===== src/rtl/status_flags.sv =====
// 6502 processor status register: N/V/D/I/Z/C flag storage, SO pin edge capture,
// PHP/BRK push byte generation and branch condition resolution.
module status_flags #(
   parameter int SO_SYNC   = 2,
   parameter bit D_RST_VAL = 1'b0
) (
   input  logic       clk,
   input  logic       rst,
   input  logic [7:0] alu_out,
   input  logic       alu_c,
   input  logic       alu_v,
   input  logic       upd_nz,
   input  logic       upd_c,
   input  logic       upd_v,
   input  logic       bit_op,
   input  logic [7:0] mem_data,
   input  logic       plp,
   input  logic [2:0] flag_op,
   input  logic       irq_set,
   input  logic       so_n,
   input  logic       brk_push,
   input  logic [2:0] br_sel,
   output logic [7:0] p_out,
   output logic [7:0] p_push,
   output logic       carry,
   output logic       br_taken
);

   localparam logic [2:0] FOP_SEC = 3'd1;
   localparam logic [2:0] FOP_CLC = 3'd2;
   localparam logic [2:0] FOP_SEI = 3'd3;
   localparam logic [2:0] FOP_CLI = 3'd4;
   localparam logic [2:0] FOP_SED = 3'd5;
   localparam logic [2:0] FOP_CLD = 3'd6;
   localparam logic [2:0] FOP_CLV = 3'd7;

   logic n_reg, n_next;
   logic v_reg, v_next;
   logic d_reg, d_next;
   logic i_reg, i_next;
   logic z_reg, z_next;
   logic c_reg, c_next;

   logic [SO_SYNC-1:0] so_sync_reg;
   logic [SO_SYNC-1:0] so_sync_next;
   logic               so_prev_reg;
   logic               so_level;
   logic               so_edge;

   logic op_sec, op_clc, op_sei, op_cli, op_sed, op_cld, op_clv;
   logic alu_zero;
   logic plp_unused;

   // PLP never loads the B and unused bit positions.
   assign plp_unused = ^mem_data[5:4];

   assign alu_zero = (alu_out == 8'h00);

   // so_n is asynchronous: shift it through SO_SYNC flops before edge detection.
   generate
      for (genvar gi = 0; gi < SO_SYNC; gi++) begin : g_so_sync
         if (gi == 0) begin : g_first
            assign so_sync_next[gi] = so_n;
         end else begin : g_rest
            assign so_sync_next[gi] = so_sync_reg[gi-1];
         end
      end
   endgenerate

   assign so_level = so_sync_reg[SO_SYNC-1];
   assign so_edge  = so_prev_reg & ~so_level;

   always_ff @(posedge clk) begin
      if (rst) begin
         so_sync_reg <= '1;
         so_prev_reg <= 1'b1;
      end else begin
         so_sync_reg <= so_sync_next;
         so_prev_reg <= so_level;
      end
   end

   always_comb begin
      op_sec = 1'b0;
      op_clc = 1'b0;
      op_sei = 1'b0;
      op_cli = 1'b0;
      op_sed = 1'b0;
      op_cld = 1'b0;
      op_clv = 1'b0;
      case (flag_op)
         FOP_SEC: op_sec = 1'b1;
         FOP_CLC: op_clc = 1'b1;
         FOP_SEI: op_sei = 1'b1;
         FOP_CLI: op_cli = 1'b1;
         FOP_SED: op_sed = 1'b1;
         FOP_CLD: op_cld = 1'b1;
         FOP_CLV: op_clv = 1'b1;
         default: ;
      endcase
   end

   // Each flag resolves its own priority chain; PLP masks every lower source.
   always_comb begin
      n_next = n_reg;
      if (plp)
         n_next = mem_data[7];
      else if (bit_op)
         n_next = mem_data[7];
      else if (upd_nz)
         n_next = alu_out[7];
   end

   always_comb begin
      v_next = v_reg;
      if (so_edge)
         v_next = 1'b1;
      else if (plp)
         v_next = mem_data[6];
      else if (op_clv)
         v_next = 1'b0;
      else if (bit_op)
         v_next = mem_data[6];
      else if (upd_v)
         v_next = alu_v;
   end

   always_comb begin
      d_next = d_reg;
      if (plp)
         d_next = mem_data[3];
      else if (op_sed)
         d_next = 1'b1;
      else if (op_cld)
         d_next = 1'b0;
   end

   always_comb begin
      i_next = i_reg;
      if (irq_set)
         i_next = 1'b1;
      else if (plp)
         i_next = mem_data[2];
      else if (op_sei)
         i_next = 1'b1;
      else if (op_cli)
         i_next = 1'b0;
   end

   always_comb begin
      z_next = z_reg;
      if (plp)
         z_next = mem_data[1];
      else if (bit_op || upd_nz)
         z_next = alu_zero;
   end

   always_comb begin
      c_next = c_reg;
      if (plp)
         c_next = mem_data[0];
      else if (op_sec)
         c_next = 1'b1;
      else if (op_clc)
         c_next = 1'b0;
      else if (upd_c)
         c_next = alu_c;
   end

   always_ff @(posedge clk) begin
      if (rst) begin
         n_reg <= 1'b0;
         v_reg <= 1'b0;
         d_reg <= D_RST_VAL;
         i_reg <= 1'b1;
         z_reg <= 1'b0;
         c_reg <= 1'b0;
      end else begin
         n_reg <= n_next;
         v_reg <= v_next;
         d_reg <= d_next;
         i_reg <= i_next;
         z_reg <= z_next;
         c_reg <= c_next;
      end
   end

   assign p_out  = {n_reg, v_reg, 1'b1, 1'b1, d_reg, i_reg, z_reg, c_reg};
   assign p_push = {n_reg, v_reg, 1'b1, brk_push, d_reg, i_reg, z_reg, c_reg};
   assign carry  = c_reg;

   always_comb begin
      logic flag_sel;
      flag_sel = 1'b0;
      case (br_sel[2:1])
         2'd0: flag_sel = n_reg;
         2'd1: flag_sel = v_reg;
         2'd2: flag_sel = c_reg;
         2'd3: flag_sel = z_reg;
         default: flag_sel = 1'b0;
      endcase
      br_taken = (flag_sel == br_sel[0]);
   end

endmodule

===== config.mk =====
export PLATFORM = sky130hd
export DESIGN_NAME = status_flags
export DESIGN_NICKNAME = d
export VERILOG_FILES = /design/src/rtl/status_flags.sv
export SDC_FILE = /design/constraint.sdc
export NUM_CORES = 1
export LEC_CHECK = 0
export CAP_MARGIN = 20
export CORE_UTILIZATION = 31
export DETAILED_ROUTE_END_ITERATION = 16
export PLACE_DENSITY = 0.79
export SYNTH_ARGS = -nofsm -noshare
export SYNTH_HDL_FRONTEND = slang
export SYNTH_SLANG_ARGS = --single-unit

===== constraint.sdc =====
create_clock -name clk -period 1.3 [get_ports clk]
set_input_delay 0.26 -clock clk [delete_from_list [all_inputs] [get_ports clk]]
set_output_delay 0.26 -clock clk [all_outputs]
set_load 0.02 [all_outputs]

Word level (Yosys, flattened, before mapping):

Index checks and enable logic that the tools add are counted.

* equality and inequality tests: 11
* mux-type cells: 28
* bitwise operators: 2
* reductions and logical operators: 10

Operators by type and width (number)
* 2-to-1 mux 1 bit: 27
* equality test 3 bit, second input constant: 4
* nonzero test 3 bit: 3
* logical NOT 8 bit: 1
* equality test 3 x 2 -> 1 bit, second input constant: 2
* nonzero test 5 bit: 1
* equality test 2 bit, second input constant: 2
* one-hot mux 1 bit (4 select lines): 1
* nonzero test 4 bit: 1
* equality test 3 x 1 -> 1 bit, second input constant: 1
* equality test 2 x 1 -> 1 bit, second input constant: 1
* logical NOT 2 bit: 1
* nonzero test 2 bit: 1
* OR reduction 2 bit: 1
* bitwise AND 1 bit: 1
* equality test 1 bit: 1
* logical OR 1 bit: 1
* NOT 1 bit: 1

* flip-flop bits (word level): 9
* input bits: 34
* output and inout bits: 18

Logic depth before layout (Yosys ltp):

* depth after elaboration: 5
* gate-level depth with buffers: 4
* mapped depth without buffers: 3

Worst setup path after synthesis:

Ideal clock, no wire load.

* kind: register to output
* start point: register c_reg, in the netlist carry
* end point: output br_taken
* data arrival time: 1251 ps
* slack: -211 ps
* stages on the path, launching flop included: 3
* cell sequence: dfxtp_1 > mux4_2 > xnor2_1

* longest elaborated chain between the ends: 2

RTL lines
* start: declaration: RTL line 42 `logic c_reg, c_next;`
* start signal: assignment: RTL line 184 `c_reg <= c_next;`
* one-hot mux 1 bit (4 select lines): RTL line 195 `case (br_sel[2:1])`
* equality test 1 bit: RTL line 202 `br_taken = (flag_sel == br_sel[0]);`
* end: declaration: RTL line 26 `output logic br_taken`

Every way passes these cells.

Worst setup path after layout:

* start point: register z_reg
* end point: output br_taken

* longest elaborated chain between the ends: 2

RTL lines
* start: declaration: RTL line 41 `logic z_reg, z_next;`
* start signal: assignment: RTL line 183 `z_reg <= z_next;`
* one-hot mux 1 bit (4 select lines): RTL line 195
* equality test 1 bit: RTL line 202

Every way passes these cells.

==> key figures <==
Global routing
  • Largest net degree at the start of global routing: 7
  • Residual overflow from global routing: 0
  • First-pass GRT wire length: 2.26 mm
  • GRT Overall Usage: 0.154
  • Antenna violations before repair: 0
  • Number of global-route vias before repair: 547

Floorplan
  • IO Count: 52
  • Die area: 2180 sq um
  • Die X: 46.7 um
  • Starting density of the core: 0.343
  • Core area: 1800 sq um
  • Die height: 46.7 um
  • Site Rows: 15

Logic synthesis
  • Top cell type's share of synthesized area: 0.291
  • Yosys cell types: 29
  • Post-synth top area cell: dfxtp_1
  • Seq/Total Area, Yosys: 0.291
  • Seq cells post-synth: 9
  • Cells after Synth: 70
  • Syn Area/Cell: 8.83 sq um
  • Synth area leaders: dfxtp_1, buf_4, mux4_2, a21oi_1, mux2i_1
  • Yosys warns: 0
  • Synthesized cell area: 618 sq um

Placement
  • PortBufs: 44
  • Post-DP HPWL: 1.26 mm
  • GPL Wtd Cong: 0.673

Clocking
  • CTS Buf Count: 3
  • Clock Tree Root: clkbuf_4
  • Clk slew on worst S/H paths: 60 ps
  • Setup bufs post-CTS: 0
  • CTS tree: built
  • H-tree depth: 1
  • Total number of clock tree sinks: 9
  • Worst-skew pair later-pin latency: 270 ps
  • CTS max path bufs: 2

Cells and area
  • Area grow syn2layout: 76.1%
  • Most frequent cells in the layout: clkdlybuf4s50_1, buf_4, clkbuf_2
  • Commonest non-fill, non-tap cell in the layout: clkdlybuf4s50_1
  • Number of diodes: 0
  • Share of cells above drive strength 1: 0.345
  • Nets: 151
  • Largest register FFs: 2

Worst setup path
  • Worst Reg-to-Reg Cells: 4
  • Worst Setup Path Type: flop to primary output
  • Worst EP arrival: 1400 ps
  • CP max FO: 2
  • Critical Path End Type: primary output
  • Crit path required time: 1040 ps
  • Critical Path Source Type: flop

Run
  • Max-Cap Viols: 0

Drt
  • Vias per cell: 4.47
  • 1st-iter DRT viols: 7
  • Drt total wl: 1.49 mm
  • First-pass iteration count of the detailed router: 4
  • DRC errors left: 0
  • Vias: 630
  • Detail Route Antenna Nets: 0
  • WL per Instance: 10.5 um

STA
  • Final Max Tran Viols: 0
  • Maximum clock rate: 601 MHz
  • Setup TNS: -364 ps
  • Final min period: 1660 ps
  • Final setup viols: 1
  • Fin worst setup slack: -364 ps
  • Final worst-path cycle share: 1.28
  • Final Hold Vio Count: 0
  • Clock Skew: 0.226 ps
  • RSZ-0062 raised after global routing: true

Hold path
  • Min-delay worst type: flop to flop
  • Cells on Worst Hold Path: 1

Status
  • Failing checks: negative setup slack
  • Status: finished, violations left

Power and ir drop
  • VDD IR-drop max: 0.000529 V
  • Total power: 0.849 mW
  • Leak: 0.486 nW
  • Pwr Density: 780 nW/um^2
## worst max-delay path, stage by stage, from the launching register on
cell	delay, ps
dfxtp_2	320
mux4_2	520
xnor2_4	160
buf_6	130
## final cells by class
class / count / area [sq um]
fillers: 170 / 713
repair buffers: 58 / 505
multi-input cells: 42 / 332
flip-flops and latches: 9 / 183
well taps: 25 / 31.3
clock buffers: 4 / 26.3
inverters: 3 / 11.3
## timing repair
item                                   CTS  global route
hold buffers                             0             0
pin swaps                                1             0
endpoints found under the hold margin    0             0
gates resized for setup                 25            20
setup endpoints to repair               14            12
## routing by layer
| layer | vias up | global-route usage | wire length, um |
|---|---|---|---|
| met4 | 0 | 0.0571 | 22 |
| met3 | 4 | 0.0745 | 134 |
| met2 | 31 | 0.264 | 730 |
| met1 | 275 | 0.161 | 597 |
| li1 | 320 | - | - |
| met5 | - | 0 | 0 |
## synth_stat cells
| cell type | n |
|---|---|
| a2111o_1 | 1 |
| a211oi_1 | 2 |
| a21boi_0 | 1 |
| a21oi_1 | 4 |
| a221oi_1 | 1 |
| and2b_1 | 1 |
| buf_4 | 16 |
| buf_6 | 1 |
| clkbuf_1 | 1 |
| conb_1 | 1 |
| dfxtp_1 | 9 |
| inv_1 | 3 |
| mux2_4 | 1 |
| mux2i_1 | 2 |
| mux4_2 | 1 |
| nand2_1 | 2 |
| nand3_1 | 1 |
| nand3_2 | 1 |
| nor2_1 | 5 |
| nor3_1 | 2 |
| nor4_1 | 2 |
| o21ai_0 | 3 |
| o221a_2 | 1 |
| o221ai_1 | 1 |
| o32ai_2 | 1 |
| or2_2 | 3 |
| or2b_1 | 1 |
| or4b_1 | 1 |
| xnor2_1 | 1 |
## per-stage QoR
| step | instances | cell area, sq um | util | worst slack (ps) | hold WS [ps] |
|---|---|---|---|---|---|
| global route | 141 | 1090 | 0.604 | -416 | 424 |
| global placement | 137 | 1090 | 0.603 | -1050 | 394 |
| detailed placement | 137 | 1090 | 0.603 | -1080 | 397 |
| floorplan | 72 | 646 | - | -72.4 | 359 |
| finish | 141 | 1090 | 0.604 | -364 | 410 |
| CTS | 141 | 1100 | 0.613 | -376 | 413 |
## report_power, final
group | total, mW | switching [mW] | internal (mW)
Sequential | 0.301 | 0.00757 | 0.293
Clock | 0.221 | 0.103 | 0.119
Combinational | 0.326 | 0.137 | 0.189
## logic make-up (layout without fill, tap and decap cells)
| kind of cell | count (synthesis) | after routing | share of synthesized area |
|---|---|---|---|
| AND/OR/NAND/NOR | 19 | 19 | 0.174 |
| multiplexers | 4 | 4 | 0.0931 |
| flip-flops | 9 | 9 | 0.291 |
| AO/OA/AOI/OAI | 15 | 15 | 0.184 |
| XOR/XNOR | 1 | 1 | 0.0142 |
| other | 1 | 3 | 0.00607 |
| buffers and inverters | 21 | 65 | 0.237 |
## final timing paths
kind / startpoint / to / slack [ps]
hold / removal: so_sync_reg[0]$_SDFF_PP1_ / so_sync_reg[1]$_SDFF_PP1_ / 410
setup reg to reg: v_reg$_SDFFE_PP0P_ / v_reg$_SDFFE_PP0P_ / 200
setup / recovery: z_reg$_SDFFE_PP0P_ / br_taken / -360
hold reg to reg: so_sync_reg[0]$_SDFF_PP1_ / so_sync_reg[1]$_SDFF_PP1_ / 410
No activity file was read; power rests on OpenSTA's default activity.
